## config.mk

```make
export PLATFORM = sky130hd
export DESIGN_NAME = ps2_mouse_init_ctrl
export DESIGN_NICKNAME = d
export VERILOG_FILES = /design/src/rtl/ps2_mouse_init_ctrl.sv
export SDC_FILE = /design/constraint.sdc
export NUM_CORES = 1
export LEC_CHECK = 0
export ABC_AREA = 1
export CORE_AREA = 8 8 84 86
export DETAILED_ROUTE_END_ITERATION = 10
export DIE_AREA = 0 0 92 94
export GPL_TIMING_DRIVEN = 0
export MAX_ROUTING_LAYER = met4
export PLACE_DENSITY = 0.79
export SYNTH_ARGS = -nofsm -noshare
export SYNTH_HDL_FRONTEND = slang
export SYNTH_SLANG_ARGS = --single-unit
```

## constraint.sdc

```tcl
create_clock -name CLOCK -period 2.1 [get_ports CLOCK]
set_input_delay 0.63 -clock CLOCK [delete_from_list [all_inputs] [get_ports CLOCK]]
set_output_delay 0.63 -clock CLOCK [all_outputs]
set_load 0.02 [all_outputs]
```

## src/rtl/ps2_mouse_init_ctrl.sv

```systemverilog
// PS/2 mouse initialisation sequencer: reset, IntelliMouse wheel detect and stream enable,
// with reply checking, per-wait timeouts and whole-sequence retries.
module ps2_mouse_init_ctrl #(
    parameter int ACK_TIMEOUT = 1_000_000,
    parameter int BAT_TIMEOUT = 50_000_000,
    parameter int RETRY_MAX   = 3
) (
    input  logic       CLOCK,
    input  logic       RESET,
    input  logic       iStart,
    output logic       oTxReq,
    output logic [7:0] oTxByte,
    input  logic       iTxDone,
    input  logic       iTxErr,
    input  logic       iRxValid,
    input  logic [7:0] iRxByte,
    output logic [1:0] oEn,
    output logic       oDone,
    output logic       oFail,
    output logic       oWheel,
    output logic [1:0] oRetries
);

    localparam int TMAX = (BAT_TIMEOUT > ACK_TIMEOUT) ? BAT_TIMEOUT : ACK_TIMEOUT;
    localparam int TW   = $clog2(TMAX) + 1;

    localparam logic [3:0] S_IDLE       = 4'd0;
    localparam logic [3:0] S_SEND       = 4'd1;
    localparam logic [3:0] S_WAIT_TX    = 4'd2;
    localparam logic [3:0] S_WAIT_ACK   = 4'd3;
    localparam logic [3:0] S_WAIT_BAT   = 4'd4;
    localparam logic [3:0] S_WAIT_BATID = 4'd5;
    localparam logic [3:0] S_WAIT_DEVID = 4'd6;
    localparam logic [3:0] S_NEXT       = 4'd7;
    localparam logic [3:0] S_DONE       = 4'd8;
    localparam logic [3:0] S_FAIL       = 4'd9;

    function automatic logic [7:0] cmd_byte(input logic [3:0] idx);
        case (idx)
            4'd0:    cmd_byte = 8'hFF;
            4'd1:    cmd_byte = 8'hF3;
            4'd2:    cmd_byte = 8'hC8;
            4'd3:    cmd_byte = 8'hF3;
            4'd4:    cmd_byte = 8'h64;
            4'd5:    cmd_byte = 8'hF3;
            4'd6:    cmd_byte = 8'h50;
            4'd7:    cmd_byte = 8'hF2;
            4'd8:    cmd_byte = 8'hF4;
            default: cmd_byte = 8'h00;
        endcase
    endfunction

    logic [3:0]    state, state_n;
    logic [3:0]    step, step_n;
    logic          resent, resent_n;
    logic [TW-1:0] timer, timer_n;
    logic          tx_req_n, done_n, fail_n, wheel_n;
    logic [7:0]    tx_byte_n;
    logic [1:0]    en_n, retries_n, retries_inc;
    logic          err, load_ack, load_bat;

    assign retries_inc = (oRetries == 2'd3) ? 2'd3 : oRetries + 2'd1;

    always_comb begin
        state_n   = state;
        step_n    = step;
        resent_n  = resent;
        tx_req_n  = oTxReq;
        tx_byte_n = oTxByte;
        en_n      = oEn;
        done_n    = oDone;
        fail_n    = oFail;
        wheel_n   = oWheel;
        retries_n = oRetries;
        err       = 1'b0;
        load_ack  = 1'b0;
        load_bat  = 1'b0;

        case (state)
            S_IDLE: begin
                state_n  = S_SEND;
                step_n   = 4'd0;
                resent_n = 1'b0;
            end
            S_SEND: begin
                tx_req_n  = 1'b1;
                tx_byte_n = cmd_byte(step);
                state_n   = S_WAIT_TX;
                load_ack  = 1'b1;
            end
            S_WAIT_TX: begin
                if (iTxErr) begin
                    err = 1'b1;
                end else if (iTxDone) begin
                    tx_req_n = 1'b0;
                    state_n  = S_WAIT_ACK;
                    load_ack = 1'b1;
                end else if (timer == '0) begin
                    err = 1'b1;
                end
            end
            S_WAIT_ACK: begin
                if (iRxValid) begin
                    if (iRxByte == 8'hFA) begin
                        if (step == 4'd0) begin
                            state_n  = S_WAIT_BAT;
                            load_bat = 1'b1;
                        end else if (step == 4'd7) begin
                            state_n  = S_WAIT_DEVID;
                            load_ack = 1'b1;
                        end else begin
                            state_n = S_NEXT;
                        end
                    end else if (iRxByte == 8'hFE && !resent) begin
                        resent_n = 1'b1;
                        state_n  = S_SEND;
                    end else begin
                        err = 1'b1;
                    end
                end else if (timer == '0) begin
                    err = 1'b1;
                end
            end
            S_WAIT_BAT: begin
                if (iRxValid) begin
                    if (iRxByte == 8'hAA) begin
                        state_n  = S_WAIT_BATID;
                        load_ack = 1'b1;
                    end else begin
                        err = 1'b1;
                    end
                end else if (timer == '0) begin
                    err = 1'b1;
                end
            end
            S_WAIT_BATID: begin
                if (iRxValid) begin
                    if (iRxByte == 8'h00) state_n = S_NEXT;
                    else                  err     = 1'b1;
                end else if (timer == '0) begin
                    err = 1'b1;
                end
            end
            S_WAIT_DEVID: begin
                if (iRxValid) begin
                    if (iRxByte == 8'h03) begin
                        wheel_n = 1'b1;
                        state_n = S_NEXT;
                    end else if (iRxByte == 8'h00) begin
                        wheel_n = 1'b0;
                        state_n = S_NEXT;
                    end else begin
                        err = 1'b1;
                    end
                end else if (timer == '0) begin
                    err = 1'b1;
                end
            end
            S_NEXT: begin
                resent_n = 1'b0;
                if (step == 4'd8) begin
                    state_n = S_DONE;
                    done_n  = 1'b1;
                    en_n    = {oWheel, 1'b1};
                end else begin
                    step_n  = step + 4'd1;
                    state_n = S_SEND;
                end
            end
            S_DONE, S_FAIL: begin
                if (iStart) begin
                    state_n   = S_IDLE;
                    done_n    = 1'b0;
                    fail_n    = 1'b0;
                    en_n      = 2'b00;
                    wheel_n   = 1'b0;
                    retries_n = 2'd0;
                end
            end
            default: state_n = S_IDLE;
        endcase

        // Any error aborts the current attempt; a pending request is always withdrawn.
        if (err) begin
            tx_req_n  = 1'b0;
            retries_n = retries_inc;
            if (int'(retries_inc) < RETRY_MAX) begin
                state_n  = S_SEND;
                step_n   = 4'd0;
                resent_n = 1'b0;
                wheel_n  = 1'b0;
            end else begin
                state_n = S_FAIL;
                fail_n  = 1'b1;
                en_n    = 2'b00;
            end
        end

        if (load_bat)                timer_n = TW'(BAT_TIMEOUT - 1);
        else if (load_ack)           timer_n = TW'(ACK_TIMEOUT - 1);
        else if (timer != '0)        timer_n = timer - 1'b1;
        else                         timer_n = timer;
    end

    always_ff @(posedge CLOCK) begin
        if (RESET) begin
            state    <= S_IDLE;
            step     <= 4'd0;
            resent   <= 1'b0;
            timer    <= '0;
            oTxReq   <= 1'b0;
            oTxByte  <= 8'h00;
            oEn      <= 2'b00;
            oDone    <= 1'b0;
            oFail    <= 1'b0;
            oWheel   <= 1'b0;
            oRetries <= 2'd0;
        end else begin
            state    <= state_n;
            step     <= step_n;
            resent   <= resent_n;
            timer    <= timer_n;
            oTxReq   <= tx_req_n;
            oTxByte  <= tx_byte_n;
            oEn      <= en_n;
            oDone    <= done_n;
            oFail    <= fail_n;
            oWheel   <= wheel_n;
            oRetries <= retries_n;
        end
    end

endmodule

```

==> summary.txt, run 1 <==
Logic synthesis
  • Syn_nets: 525
  • Synth warn: 0
  • Yosys cell types: 33
  • Asr flop ratio synth: 0
  • Main flop type after synthesis: dfxtp_1
  • Synth Instances: 505
  • Sequential-to-total area share from yosys stat: 0.3319
  • Yosys reg bits: 52
  • Avg Cell Area, Syn: 6.211 sq um
  • Synthesized cell area: 0.003137 sq mm
  • EDFF count, synth: 0

Placed design
  • Pre-CTS worst setup slack: -0.4172 ns
  • HPWL after detailed placement: 6.104 mm
  • Port buffer count: 29
  • Gpl congestion: 0.9028
  • Post-Place Cells: 609

Worst setup path
  • Setup CP Type: in2reg
  • Crit Reg-Reg Startpoint: timer[0]
  • Reg2reg path depth: 11
  • Crit-path cells: clkdlybuf4s50_1, nand2_1, nor2_4, nand2_2, nand3_1, nand2_1, nand2_2, nand4_1, a21oi_1
  • R2r endpoint: timer[14]
  • Crit path buffers/inverters: 1
  • Setup crit start kind: input pin
  • R2R Setup Slk: 0.19 ns
  • Crit path DAT: 2.23 ns
  • Critical path endpoint category: register
  • Crit-path leading delay family: simple AND/OR/NAND/NOR gates
  • CP peak stage delay: 0.49 ns
  • Crit-path max FO: 4
  • CP required: 2.33 ns
  • CP max-delay cell: clkdlybuf4s50_1

Floorplanning
  • Die area: 0.008648 sq mm
  • I/O Pins: 30
  • Die width: 92 um
  • Initial Util: 0.5459
  • Die height: 94 um
  • Row cnt: 28
  • Core area: 0.005746 sq mm

Power and ir drop
  • Sw frac: 0.4550
  • Switching power: 2.194 mW
  • Peak supply drop: 0.5818 mV
  • Clock share of power: 0.167
  • Logic gate share of total power: 0.523
  • Part of the power in registers: 0.310
  • PwrDens: 1279 mW/mm^2
  • Leakage: 1.672 nW
  • Int Power: 2.628 mW

Global routing
  • GR Util met2: 0.3427
  • GR Overflow Total: 0
  • Global-route wire length before repair: 13.81 mm
  • GRT Max-Usage Layer: met2
  • Vias in the first global route: 3155
  • GRT Util Overall: 0.1961
  • Met3 usage: 0.03517
  • Initial antenna violation count: 0
  • Pin count of the biggest net entering global routing: 16
  • M1 GR Usage: 0.2190

Timing
  • Max-slew headroom: 0.5672
  • Max-slew violation count: 0
  • Tcrit/Tclk final: 0.9483
  • Final Skew: 0.007977 ns
  • Slew at the pin with the worst max-slew slack: 0.6423 ns
  • Final setup viols: 0
  • Fmax: 502.1 MHz
  • Setup slack after layout: 0.1085 ns
  • Period minus WS final: 1.991 ns
  • Final Hold Vio Count: 0
  • RSZ-0062 raised after global routing: true

Layout
  • Share of layout cells above drive strength 1: 0.09908
  • Storage element area: 0.001041 sq mm
  • Area delta synth->final: 20.22%
  • Nets: 565
  • Area of the multi-input gates: 0.001948 sq mm
  • Number of fill cells: 555
  • Antenna diode count: 0
  • Post-Layout Cell Count: 620

Clocking
  • Total CTS buffers: 5
  • Clk sinks: 52
  • CTS max path bufs: 2
  • CTS tree: done
  • H-tree depth: 2
  • Clock insertion delay at the later pin of the skew report: 0.31 ns
  • Root cell of the clock tree: clkbuf_8
  • Clock transition at the registers of the reported paths: 0.09 ns

Drt
  • Drt pass-1 iters: 6
  • DRT Wirelength: 8.002 mm
  • WL/cell: 12.91 um
  • Vias: 3251
  • Remaining antenna violation count after routing: 0
  • Residual DRC count: 0
  • Number of vias per cell: 5.244
  • DR iter-0 viols: 161

Worst hold path
  • Hold Crit Class: reg2reg
  • Hold Crit Start: oTxByte[5]
  • Cell count of the worst hold path: 2
  • Hold EP: oTxByte[5]

Run status
  • Outcome: finished clean

Job
  • Total of max-cap violations: 0
## cell families (layout without fill, tap and decap cells)
| family | Yosys count | in the layout | synth area share |
|---|---|---|---|
| AO/OA/AOI/OAI | 52 | 52 | 0.08975 |
| XOR/XNOR | 13 | 13 | 0.03630 |
| adder cells (fa/ha/maj) | 6 | 6 | 0.02393 |
| buffers and inverters | 59 | 99 | 0.07140 |
| flip-flops | 52 | 52 | 0.3319 |
| AND/OR/NAND/NOR | 323 | 323 | 0.4467 |
## placed cells by master, fill, tap and decap left out, types with 7 or more instances in the layout
| master | instances |
|---|---|
| inv_2 | 8 |
| nor2_1 | 131 |
| xor2_1 | 8 |
| nand3_1 | 37 |
| clkdlybuf4s50_1 | 24 |
| inv_1 | 46 |
| nor2_2 | 7 |
| a21oi_1 | 24 |
| dfxtp_1 | 52 |
| o21ai_0 | 15 |
| nand2_1 | 111 |
| nand4_1 | 9 |
## area by class of cell
type,count,area share
multi-input cells,394,0.5166
flip-flops and latches,52,0.2760
repair buffers,33,0.08825
inverters,56,0.05707
well taps,75,0.02488
clock buffers,5,0.01825
clock inverters,2,0.01593
plain buffers,3,0.002986
## worst register-to-register path: stages (launching register included)
cell,delay [ns]
dfxtp_1,0.36
inv_2,0.10
ha_1,0.21
nand2_1,0.11
nor2_1,0.27
inv_1,0.15
nor2_1,0.17
nand2_1,0.08
xor2_1,0.14
nor2_1,0.05
nor2_1,0.10
nor2_1,0.04
## per-layer routing
metal | routed length (um) | vias up
met1 | 3518 | 1453
met4 | 215 | 0
met3 | 331 | 20
met5 | 0 | -
li1 | - | 1690
met2 | 3936 | 88
## timing repair
action                     4_1_cts  5_1_grt
resized for setup                2       25
hold buffers                     0        0
setup buffers                    2        2
gates cloned                     0        0
pin swaps                        1        8
setup endpoints to repair       25       37
## state kept, by name, indices dropped and copies added, names as in the netlist
signal	count
timer	27
oTxByte	8
state	4
step	4
oEn	2
oRetries	2
oDone	1
oFail	1
oTxReq	1
oWheel	1
resent	1
## power by group through the flow
stage / logic (mW) / clock network (mW) / registers, mW
floorplan: 1.73 / 0 / 1.55
global placement: 2.35 / 0 / 1.50
detailed placement: 2.40 / 0 / 1.50
CTS: 2.44 / 0.821 / 1.49
global route: 2.86 / 0.854 / 1.53
finish: 2.52 / 0.805 / 1.50
## worst max path at each step
stage	slack, ns	depth (start not counted)	endpoint	from
final	0.11	9	state[1]	iRxByte[6]
after global placement	-0.39	9	timer[24]	iRxByte[1]
after CTS	0.002	11	state[3]	iRxByte[1]
after detailed placement	-0.42	9	timer[24]	iRxByte[1]
after floorplan	0.30	8	timer[26]	iRxByte[7]
after global routing	-0.01	12	resent	iRxByte[6]
## cells in the mapped netlist (5+ instances only)
library cell | count | area, sq um
a21oi_1 | 27 | 135.1
dfxtp_1 | 52 | 1041
ha_1 | 6 | 75.07
inv_1 | 50 | 187.7
inv_2 | 5 | 18.77
nand2_1 | 114 | 427.9
nand2_2 | 5 | 31.28
nand3_1 | 38 | 190.2
nand4_1 | 9 | 56.30
nor2_1 | 133 | 499.2
nor2_2 | 5 | 31.28
nor3_1 | 5 | 25.02
o21ai_0 | 15 | 75.07
xnor2_1 | 5 | 43.79
xor2_1 | 8 | 70.07
## per-stage QoR
step	util	hold slack [ns]	area, sq um	power, mW	TNS [ns]
after floorplan	-	0.4671	3137	3.277	0
after global placement	0.6128	0.4549	3521	3.847	-11.91
after detailed placement	0.6128	0.4579	3521	3.907	-13.41
after CTS	0.6389	0.4719	3671	4.746	0
after global routing	0.6564	0.4932	3771	5.245	-0.04650
final	0.6564	0.4694	3771	4.822	0
Note: power is estimated with default switching activity, not from simulation.
==> run 2, diff against run 1 <==
ABC_AREA = unset   (was 1)
CORE_AREA = 8 8 81 83   (was 8 8 84 86)
DIE_AREA = 0 0 89 91   (was 0 0 92 94)
PLACE_DENSITY = 0.8   (was 0.79)
==> run 2 against run 1 <==
Effect of this change:
- the flow now finishes with violations (negative setup slack)
- critical path depth decreased by 2
- clock power decreased by 16%
- core utilization rose by 7.7 points
- clock skew is 0.0023 ns higher
- fmax decreased by 16%
- critical endpoint is now timer[11]
- largest cell class unchanged
- largest power group unchanged
- highest routed layer unchanged
==> summary.txt, run 2 <==
Clocking
  • Clock insertion delay at the later pin of the skew report: 0.31 ns
  • Total CTS buffers: 5
  • Clock transition at the registers of the reported paths: 0.09 ns
  • Post-cts hold buffer count: 0
  • Root cell of the clock tree: clkbuf_8
  • CTS max path bufs: 2
  • Clk sinks: 52
  • CTS tree: done
  • H-tree depth: 2

Logic synthesis
  • Asr flop ratio synth: 0
  • Yosys reg bits: 52
  • Top-count cell post-synth: dfxtp_1
  • Top cells by area, synth: dfxtp_1 (36%), a21oi_1 (6.2%), xor2_1 (4.8%)
  • Main flop type after synthesis: dfxtp_1
  • Avg Cell Area, Syn: 8.069 sq um
  • Yosys top cell by area: dfxtp_1
  • Yosys top cell area share: 0.3574
  • Yosys cell types: 61
  • Post-synth top cells: dfxtp_1 (52), a21oi_1 (36), nand2_1 (35)
  • Synthesized cell area: 0.002913 sq mm
  • Synth warn: 0
  • EDFF count, synth: 0
  • Synth Instances: 361
  • Sequential-to-total area share from yosys stat: 0.3574
  • Syn_nets: 381

Worst setup path
  • Setup crit start kind: register
  • Setup CP Type: reg2reg
  • CP peak stage delay: 0.54 ns
  • Critical path endpoint category: register
  • Crit-path max FO: 9
  • Crit-path cells: or4_4, or4_4, or2_4, buf_8, nand4b_1, xor2_1, nor3_1
  • CP dominant cell by count: or4_4
  • Crit path DAT: 2.53 ns
  • CP max-delay cell: or4_4
  • CP required: 2.27 ns

Power and ir drop
  • Leakage: 1.385 nW
  • Peak supply drop: 0.6313 mV
  • PwrDens: 1250 mW/mm^2

Drt
  • WL/cell: 17.21 um
  • Vias: 2995
  • Drt pass-1 iters: 5
  • Residual DRC count: 0
  • DRT Wirelength: 8.434 mm
  • Number of vias per cell: 6.112
  • Remaining antenna violation count after routing: 0
  • DR iter-0 viols: 173

Run status
  • Outcome: complete, but fails checks
  • Failing checks: negative setup slack

Layout
  • Largest register FFs: 27
  • Nets: 437
  • Top reg by flops: timer
  • Commonest non-fill, non-tap cell in the layout: dfxtp_1
  • Area delta synth->final: 34.41%
  • Antenna diode count: 0
  • Post-Layout Cell Count: 490
  • Final Instance Area: 0.003915 sq mm
  • Share of layout cells above drive strength 1: 0.2608
  • Leading registers by flop count: timer: 27 flops, oTxByte: 8 flops
  • Most frequent cells in the layout: dfxtp_1 (47), nor2_1 (32), a21oi_1 (29)

Floorplanning
  • Core area: 0.005338 sq mm
  • Die width: 89 um
  • Die area: 0.008099 sq mm
  • I/O Pins: 30
  • Initial Util: 0.5457
  • Die height: 91 um
  • Row cnt: 27

Timing
  • Final Hold Vio Count: 0
  • RSZ-0062 raised after global routing: true
  • Fmax: 424.3 MHz
  • Tcrit/Tclk final: 1.122
  • Final setup viols: 42
  • Setup_tns: -7.020 ns
  • Setup slack after layout: -0.2570 ns
  • Period minus WS final: 2.357 ns
  • Final Skew: 0.01024 ns
  • Max-slew headroom: 0.5216
  • Slew at the pin with the worst max-slew slack: 0.7175 ns
  • Max-slew violation count: 0

Global routing
  • GRT Util Overall: 0.2124
  • Pin count of the biggest net entering global routing: 16
  • Initial antenna violation count: 0
  • Vias in the first global route: 2977
  • GR Overflow Total: 0
  • Global-route wire length before repair: 13.59 mm

Placed design
  • HPWL after detailed placement: 5.515 mm
  • Gpl congestion: 0.9299
  • Post-Place Cells: 460
  • Pre-CTS worst setup slack: -1.113 ns
  • DP Area: 0.003383 sq mm
  • Port buffer count: 27

Job
  • Total of max-cap violations: 0

Worst hold path
  • Hold Crit Class: reg2reg
-- run 2: logic make-up after synthesis --
group           after synthesis  synth area share
buf+inv                      24           0.03780
xor+xnor                     25           0.07517
compound gates               85            0.1877
mux                           1          0.003437
flops                        52            0.3574
simple gates                168            0.3127
fa+ha+maj                     6           0.02577
-- run 2: area by class of cell --
cell class / count / area [sq um]
buffer: 15 / 107.6
clock buffer: 6 / 72.57
clock inverter: 2 / 35.03
fill: 434 / 1423
inverter: 9 / 33.78
multi-input combinational: 285 / 2079
sequential: 52 / 1047
tap: 72 / 90.09
timing repair buffer: 49 / 449.2
-- run 2: worst paths after layout --
kind | from | to | slack (ns) | cells after the start
max reg2reg | timer[11] | timer[11] | -0.26 | 7
min | oTxByte[2] | oTxByte[2] | 0.47 | 2
min reg2reg | oTxByte[2] | oTxByte[2] | 0.47 | 2
max | timer[11] | timer[11] | -0.26 | 7
-- run 2: through the flow --
| step | power, mW | utilization | hold WS, ns |
|---|---|---|---|
| floorplan | 3.056 | - | 0.4893 |
| CTS | 4.500 | 0.6960 | 0.4667 |
| global route | 5.176 | 0.7335 | 0.4895 |
| detailed placement | 3.617 | 0.6338 | 0.4538 |
| finish | 4.895 | 0.7335 | 0.4656 |
| global placement | 3.550 | 0.6338 | 0.4447 |
-- run 2: what timing repair did --
action | CTS | global route
endpoints found under the setup margin | 44 | 46
setup buffers | 14 | 7
gates cloned | 0 | 1
pin swaps | 19 | 10
resized for setup | 68 | 38
-- run 2: power by group --
group	switching (mW)	total, mW	internal (mW)
Combinational	1.45	2.69	1.24
Sequential	0.272	1.52	1.25
Clock	0.325	0.679	0.354
Total	2.05	4.89	2.84
-- run 2: critical path: cells and delay by family (launching register included) --
| kind | cells | cell delay (ns) |
|---|---|---|
| AND/OR/NAND/NOR | 5 | 1.56 |
| flip-flops | 1 | 0.34 |
| XOR/XNOR | 1 | 0.17 |
| buffers and inverters | 1 | 0.15 |
-- run 2: per-layer routing --
| metal | routed length [um] | up-vias | track usage |
|---|---|---|---|
| met3 | 385 | 27 | 0.04505 |
| met1 | 3459 | 1438 | 0.2416 |
| met2 | 4350 | 104 | 0.3457 |
| met5 | 0 | - | - |
| li1 | - | 1426 | - |
| met4 | 238 | 0 | 0.09570 |
